==> src/rtl/switch_debouncer.sv <==
// switch_debouncer: synchronizes two 4-bit DIP banks and accepts a new joint value only after it holds DEBOUNCE_CYCLES cycles
module switch_debouncer #(
    parameter int DEBOUNCE_CYCLES = 240000
) (
    input  logic       clk,
    input  logic       reset,
    input  logic [3:0] s1_raw,
    input  logic [3:0] s2_raw,
    output logic [3:0] s1,
    output logic [3:0] s2,
    output logic       changed,
    output logic       settling
);
    localparam int CW = $clog2(DEBOUNCE_CYCLES);
    localparam logic [CW-1:0] LAST = CW'(DEBOUNCE_CYCLES - 1);
    typedef enum logic {STABLE, SETTLING} state_t;
    state_t state, state_next;
    logic [7:0] sync1, sync2, candidate, stable;
    logic [CW-1:0] counter;
    logic load, accept, count;
    assign s1 = stable[3:0];
    assign s2 = stable[7:4];
    always_ff @(posedge clk) begin
        if (reset) state <= STABLE;
        else state <= state_next;
    end
    // candidate always differs from stable while settling, so sync2 == candidate implies a real change
    always_comb begin
        load = (sync2 != stable) && (state == STABLE || sync2 != candidate);
        accept = state == SETTLING && sync2 == candidate && counter == LAST;
        count = state == SETTLING && sync2 == candidate && counter != LAST;
        state_next = state == STABLE ? (sync2 != stable ? SETTLING : STABLE)
                   : (sync2 == stable || accept) ? STABLE : SETTLING;
    end
    always_comb settling = state == SETTLING;
    always_ff @(posedge clk) begin
        if (reset) begin
            sync1 <= '0;
            sync2 <= '0;
            candidate <= '0;
            stable <= '0;
            counter <= '0;
            changed <= 1'b0;
        end else begin
            sync1 <= {s2_raw, s1_raw};
            sync2 <= sync1;
            changed <= accept;
            if (load) begin
                candidate <= sync2;
                counter <= '0;
            end else if (count) begin
                counter <= counter + CW'(1);
            end
            if (accept) stable <= candidate;
        end
    end
endmodule

==> config.mk <==
export PLATFORM = sky130hd
export DESIGN_NAME = switch_debouncer
export DESIGN_NICKNAME = d
export VERILOG_FILES = /design/src/rtl/switch_debouncer.sv
export SDC_FILE = /design/constraint.sdc
export NUM_CORES = 1
export LEC_CHECK = 0
export BUFFER_PORTS_ARGS = -buffer_cell sky130_fd_sc_hd__buf_4
export CAP_MARGIN = 20
export CELL_PAD_IN_SITES_DETAIL_PLACEMENT = 0
export CELL_PAD_IN_SITES_GLOBAL_PLACEMENT = 2
export CORE_ASPECT_RATIO = 0.5
export CORE_MARGIN = 1.5
export CORE_UTILIZATION = 35
export CTS_BUF_LIST = sky130_fd_sc_hd__clkbuf_8
export CTS_CLUSTER_DIAMETER = 150
export DETAILED_ROUTE_END_ITERATION = 12
export PLACE_DENSITY_LB_ADDON = 0.1
export SYNTH_ARGS = -nofsm -noshare
export SYNTH_HDL_FRONTEND = slang
export SYNTH_SLANG_ARGS = --single-unit
==> constraint.sdc <==
create_clock -name clk -period 1.73 [get_ports clk]
set_input_delay 0.0865 -clock clk [delete_from_list [all_inputs] [get_ports clk]]
set_output_delay 0.0865 -clock clk [all_outputs]
set_load 0.02 [all_outputs]
==> flow_summary.toml, run 1 <==
[cts]
clock-root-buffer = "clkbuf_8"
cts_tree = "built"
insertion_delay_ns = 0.31
numCtsBuffers = 5
clock_path_buffers = 2
cts-htree-levels = 2
cts.clk_slew.worst_paths_ns = 0.10
cts_sinks = 52

[run_status]
violations = "setup timing"
status = "finished, violations left"

[place]
gp_congestion = 0.746
numPortBuffers = 19
placed_cell_area_mm2 = 0.00272
dpl_worst_slack_ns = -0.245
dp.final_hpwl_um = 3450

[yosys]
synth.avg_cell_area_um2 = 9.60
ys_ff_latch = 52
netlist_area_mm2 = 0.00218
synth_most_common_cell = "dfxtp_1"
synth_common_cells = "52 x dfxtp_1, 26 x a21oi_1, 17 x nor2b_1"
synth_top_area_cell = "dfxtp_1"
ys_types = 30
netlist.area_leader.share = 0.478
ys_seq_area_frac = 0.478
synthesis.instances = 227
ys.flop_type = "dfxtp_1"
ys_async_sr_fraction = 0
synth_edf_count = 0
ys_warn_count = 0
syn-num-nets = 238
ys_top_cells_by_area = "dfxtp_1 48%, xnor2_1 6.4%, a21oi_1 6.0%"

[detailed_routing]
viasPerCell = 5.06
ant_nets = 0
vias = 1967
drt_iter0_drc = 42
wl_per_cell_um = 14.4
dr.pass1.iters = 4
drt_wl_total_um = 5590
drcViolationCount = 0

[setup_path]
critPathKind = "reg2reg"
startpoint_type = "flop"
crit_arrival_ns = 2.17
critPathRequiredTime_ns = 1.99
crit_path_max_fanout = 18
crit_path_end_kind = "flop"

[power_and_ir_drop]
seq_power_share = 0.543
power_switching_w = 0.000604
intPower_w = 0.00168
p_comb_frac = 0.137
pwr-share-clk = 0.320
powerDensity_mw_per_mm2 = 723
irDropWorstVdd_mv = 0.384
swShare = 0.264
power.leakage_nw = 1.14

[timing]
hold_violations = 0
slew_headroom = 0.682
post-route-min-period_ns = 1.91
skew_ns = 0.00484
drv_slew = 0
worst_slack_ns = -0.181
rsz0062_at_grt = "true"
final-setup-viol-count = 28
fmax_mhz = 523
fin_crit_sh = 1.10
tightestPinTransition_ns = 0.476

[die]
die_x_um = 115
rows = 20
ios = 20
start_util = 0.361
die_y_um = 58.8
dieArea_mm2 = 0.00674
coreArea_mm2 = 0.00603

[cells_and_area]
n_fill_cell = 571
diodes = 0
drive_gt1_frac = 0.409
finalNetCount = 311
final_cell_area_mm2 = 0.00316
area.growth.synth_to_final_pct = 45.0
utilization = 0.524

[global_route]
grt_pass1_vias = 1904
grt-ovfl-total = 0
grt_max_degree = 36
track_usage = 0.167
grt_antenna_before_repair = 0
grt_pass1_wl_um = 8640

[hold_path]
hp-class = "in2reg"

[job]
drv_cap = 0
per-stage QoR:
stage	TNS [ns]	std cells	hold WS [ns]	total power, W
finish	-2.55	389	0.141	0.00228
CTS	-3.21	386	0.127	0.00225
global route	-5.05	389	0.137	0.00239
detailed placement	-4.67	365	0.302	0.00149
floorplan	-0.302	227	0.215	0.00139
global placement	-3.84	365	0.297	0.00149
flip-flops by register name, summed over array words and instances (netlist names):
signal and cells:
counter 18, candidate 8, stable 8, sync1 8
sync2 8, changed 1, settling 1
final cells by class:
type / count / area (um^2) / area share
clock buffer: 5 / 68.8 / 0.0218
clock inverter: 3 / 22.5 / 0.00713
multi-input combinational: 160 / 1220 / 0.388
sequential: 52 / 1050 / 0.333
inverter: 1 / 3.75 / 0.00119
timing repair buffer: 80 / 677 / 0.214
tap: 88 / 110 / 0.0348
critical path, stage by stage, from the launching register on:
cell and delay (ns):
dfxtp_2 0.34, xnor2_1 0.19, nand3_2 0.13, or3_4 0.40, buf_12 0.16, or4_4 0.51, a21oi_2 0.13
cell usage in the layout (no fill, tap or decap), drive strengths merged, types with 2 or more instances in the layout:
| master | count |
|---|---|
| a21oi | 26 |
| a22o | 8 |
| and3 | 4 |
| and4 | 2 |
| buf | 70 |
| clkbuf | 6 |
| clkinv | 2 |
| dfxtp | 52 |
| dlygate4sd3 | 8 |
| inv | 2 |
| nand2 | 6 |
| nand3 | 12 |
| nand3b | 7 |
| nand4 | 6 |
| nor2 | 5 |
| nor2b | 17 |
| nor3 | 2 |
| o21ai | 9 |
| o31ai | 15 |
| or3 | 2 |
| or4 | 15 |
| xnor2 | 16 |
per-layer routing:
metal  vias to the layer above  global-route usage  routed length, um
li1                        983                   -                  -
met1                       943               0.208               2660
met2                        36               0.287               2710
met3                         5              0.0463                177
met4                         0              0.0536                 40
met5                         -                   0                  0
power groups by stage:
stage | clock network (W) | registers (W) | logic (W)
3_3_place_gp | 0 | 0.00127 | 0.000219
4_1_cts | 0.000756 | 0.00124 | 0.000259
2_1_floorplan | 0 | 0.00127 | 0.000123
3_5_place_dp | 0 | 0.00127 | 0.000221
6_report | 0.000731 | 0.00124 | 0.000314
5_1_grt | 0.000808 | 0.00124 | 0.000335
cell families (layout without fill, tap and decap cells):
group / Yosys count / in the layout / synth area share
muxes: 1 / 1 / 0.00459
AOI/OAI and AO/OA: 60 / 60 / 0.172
xor gates and xnor gates: 16 / 16 / 0.0643
DFF: 52 / 52 / 0.478
adders and majority gates: 1 / 1 / 0.00574
buffers and inverters: 15 / 89 / 0.0362
and+or+nand+nor: 82 / 82 / 0.239
final timing paths:
kind	start	end	slack (ns)	depth (start not counted)
worst max-delay path	candidate[6]$_SDFFE_PP0P_	counter[3]$_SDFFE_PP0P_	-0.18	6
worst min-delay path	reset	sync1[7]$_SDFF_PP0_	0.14	2
worst max register to register	candidate[6]$_SDFFE_PP0P_	counter[3]$_SDFFE_PP0P_	-0.18	6
worst min register to register	sync1[4]$_SDFF_PP0_	sync2[4]$_SDFF_PP0_	0.44	1
repair_timing:
| action | in CTS | in global routing |
|---|---|---|
| endpoints found under the hold margin | 8 | 0 |
| setup buffers | 5 | 2 |
| cloned | 0 | 3 |
| setup endpoints to repair | 29 | 35 |
| hold buffers | 8 | 0 |
| pin swaps | 2 | 11 |
| resized for setup | 4 | 37 |
Power figures use the tool's default switching activity.
==> run 2, diff against run 1 <==
--- a/config.mk
+++ b/config.mk
@@ -15,7 +15,7 @@
 export CTS_BUF_LIST = sky130_fd_sc_hd__clkbuf_8
 export CTS_CLUSTER_DIAMETER = 150
 export DETAILED_ROUTE_END_ITERATION = 12
-export PLACE_DENSITY_LB_ADDON = 0.1
+export PLACE_DENSITY = 0.8
 export SYNTH_ARGS = -nofsm -noshare
 export SYNTH_HDL_FRONTEND = slang
 export SYNTH_SLANG_ARGS = --single-unit
==> flow_summary.toml, run 2 (same netlist as run 1, synthesis figures left out) <==
[cts]
clock-root-buffer = "clkbuf_8"
cts-htree-levels = 2
clock_path_buffers = 2
cts_tree = "built"
cts_sinks = 52
numCtsBuffers = 5
cts.clk_slew.worst_paths_ns = 0.09
insertion_delay_ns = 0.31

[cells_and_area]
final_common_cell = "buf_4"
regMostFlops = "counter"
diodes = 0
seqCellArea_mm2 = 0.00106
final_cell_mix = "57 x buf_4, 40 x dfxtp_1, 20 x a21oi_1, 17 x nor2b_1, 14 x xnor2_1"
n_fill_cell = 584
multi_input_area_mm2 = 0.00114
finalNetCount = 302
area.growth.synth_to_final_pct = 39.2
drive_gt1_frac = 0.346
largest_register_ffs = 18

[power_and_ir_drop]
power.leakage_nw = 1.11
seq_power_share = 0.560
powerDensity_mw_per_mm2 = 730
p_comb_frac = 0.127
pwr-share-clk = 0.313
irDropWorstVdd_mv = 0.545
power_switching_w = 0.000552
intPower_w = 0.00166
swShare = 0.249

[die]
start_util = 0.361
dieArea_mm2 = 0.00674
ios = 20
die_x_um = 115
rows = 20
die_y_um = 58.8
coreArea_mm2 = 0.00603

[global_route]
grt_antenna_before_repair = 0
track_usage = 0.164
grt_pass1_wl_um = 8580
grt_pass1_vias = 1816
grt_max_degree = 28
grt-ovfl-total = 0

[detailed_routing]
ant_nets = 0
drt_iter0_drc = 54
dr.pass1.iters = 4
vias = 1907
viasPerCell = 5.02
wl_per_cell_um = 13.6
drt_wl_total_um = 5180
drcViolationCount = 0

[setup_path]
critical_path.cell_chain = "xnor2_1 -> nand4_1 -> or3_4 -> buf_12 -> or4_4 -> a21oi_2"
critPathRequiredTime_ns = 1.97
slowest_delay_ns = 0.51
crit_path_max_fanout = 9
critPathSlowestCell = "or4_4"
critPathKind = "reg2reg"
crit_path_end_kind = "flop"
crit_arrival_ns = 2.20
startpoint_type = "flop"

[hold_path]
hp-class = "in2reg"

[place]
numPortBuffers = 19
gp_congestion = 0.748
dpl_worst_slack_ns = -0.246
dp.final_hpwl_um = 3270

[timing]
skew_ns = 0.00632
tightestPinTransition_ns = 0.367
rsz0062_at_grt = "true"
post-route-min-period_ns = 1.96
holdWs_ns = 0.138
drv_slew = 0
fmax_mhz = 510
final-setup-viol-count = 25
hold_violations = 0
fin_crit_sh = 1.13
worst_slack_ns = -0.232
slew_headroom = 0.755

[job]
drv_cap = 0

[run_status]
status = "finished, violations left"
violations = "setup timing"
[run 2: cell count changes in the layout (fill, tap and decap cells not counted), moves of 3 or more]
cell,previous run,this run
a21oi_1,17,20
a21oi_2,9,6
buf_4,63,57
buf_6,6,2
o31ai_1,8,12
o31ai_2,6,3
[run 2: repair_timing]
action	4_1_cts	5_1_grt
hold buffers	8	0
endpoints found under the setup margin	25	27
setup buffers	0	4
hold endpoints to repair	8	0
cloned	2	0
gates resized for setup	12	11
pin swaps	7	4
[run 2: worst paths after layout]
check | start | endpoint | slack, ns | cells after the start
worst max-delay path | sync2[3]$_SDFF_PP0_ | counter[5]$_SDFFE_PP0P_ | -0.23 | 6
worst max register to register | sync2[3]$_SDFF_PP0_ | counter[5]$_SDFFE_PP0P_ | -0.23 | 6
worst min register to register | sync1[3]$_SDFF_PP0_ | sync2[3]$_SDFF_PP0_ | 0.44 | 1
worst min-delay path | reset | candidate[4]$_SDFFE_PP0P_ | 0.14 | 2
[run 2: critical path, delay by kind of cell (launching register included)]
family          cells  cell delay, ns
simple gates        3            1.09
buf+inv             1            0.16
flops               1            0.34
compound gates      1            0.15
xor+xnor            1            0.16
[run 2: area by class of cell]
type,instances,area share
clock buffers,5,0.0227
clock inverters,3,0.00660
well taps,88,0.0363
multi-input cells,160,0.377
flip-flops and latches,52,0.348
inverters,1,0.00124
repair buffers,71,0.208
[run 2: power by group through the flow]
stage | clock network (W) | registers, W | logic [W]
after CTS | 0.000731 | 0.00124 | 0.000270
after floorplan | 0 | 0.00127 | 0.000123
after global routing | 0.000793 | 0.00124 | 0.000302
final | 0.000692 | 0.00124 | 0.000281
after detailed placement | 0 | 0.00127 | 0.000217
after global placement | 0 | 0.00127 | 0.000213
[run 2: metrics by stage]
step | setup TNS (ns) | util | area (um^2) | total power [W] | instances
floorplan | -0.302 | - | 2200 | 0.00139 | 227
global placement | -1.76 | 0.444 | 2680 | 0.00148 | 358
detailed placement | -2.49 | 0.444 | 2680 | 0.00148 | 358
CTS | -3.29 | 0.491 | 2960 | 0.00224 | 376
global route | -4.59 | 0.503 | 3030 | 0.00234 | 380
finish | -2.27 | 0.503 | 3030 | 0.00221 | 380
[run 2: per-layer routing]
layer | routed length, um | GRT usage | up-vias | part of all wire
li1 | - | - | 970 | -
met1 | 2420 | 0.202 | 910 | 0.47
met2 | 2570 | 0.288 | 23 | 0.50
met3 | 149 | 0.0463 | 4 | 0.029
met4 | 34 | 0.0446 | 0 | 0.0066
met5 | 0 | 0 | - | 0
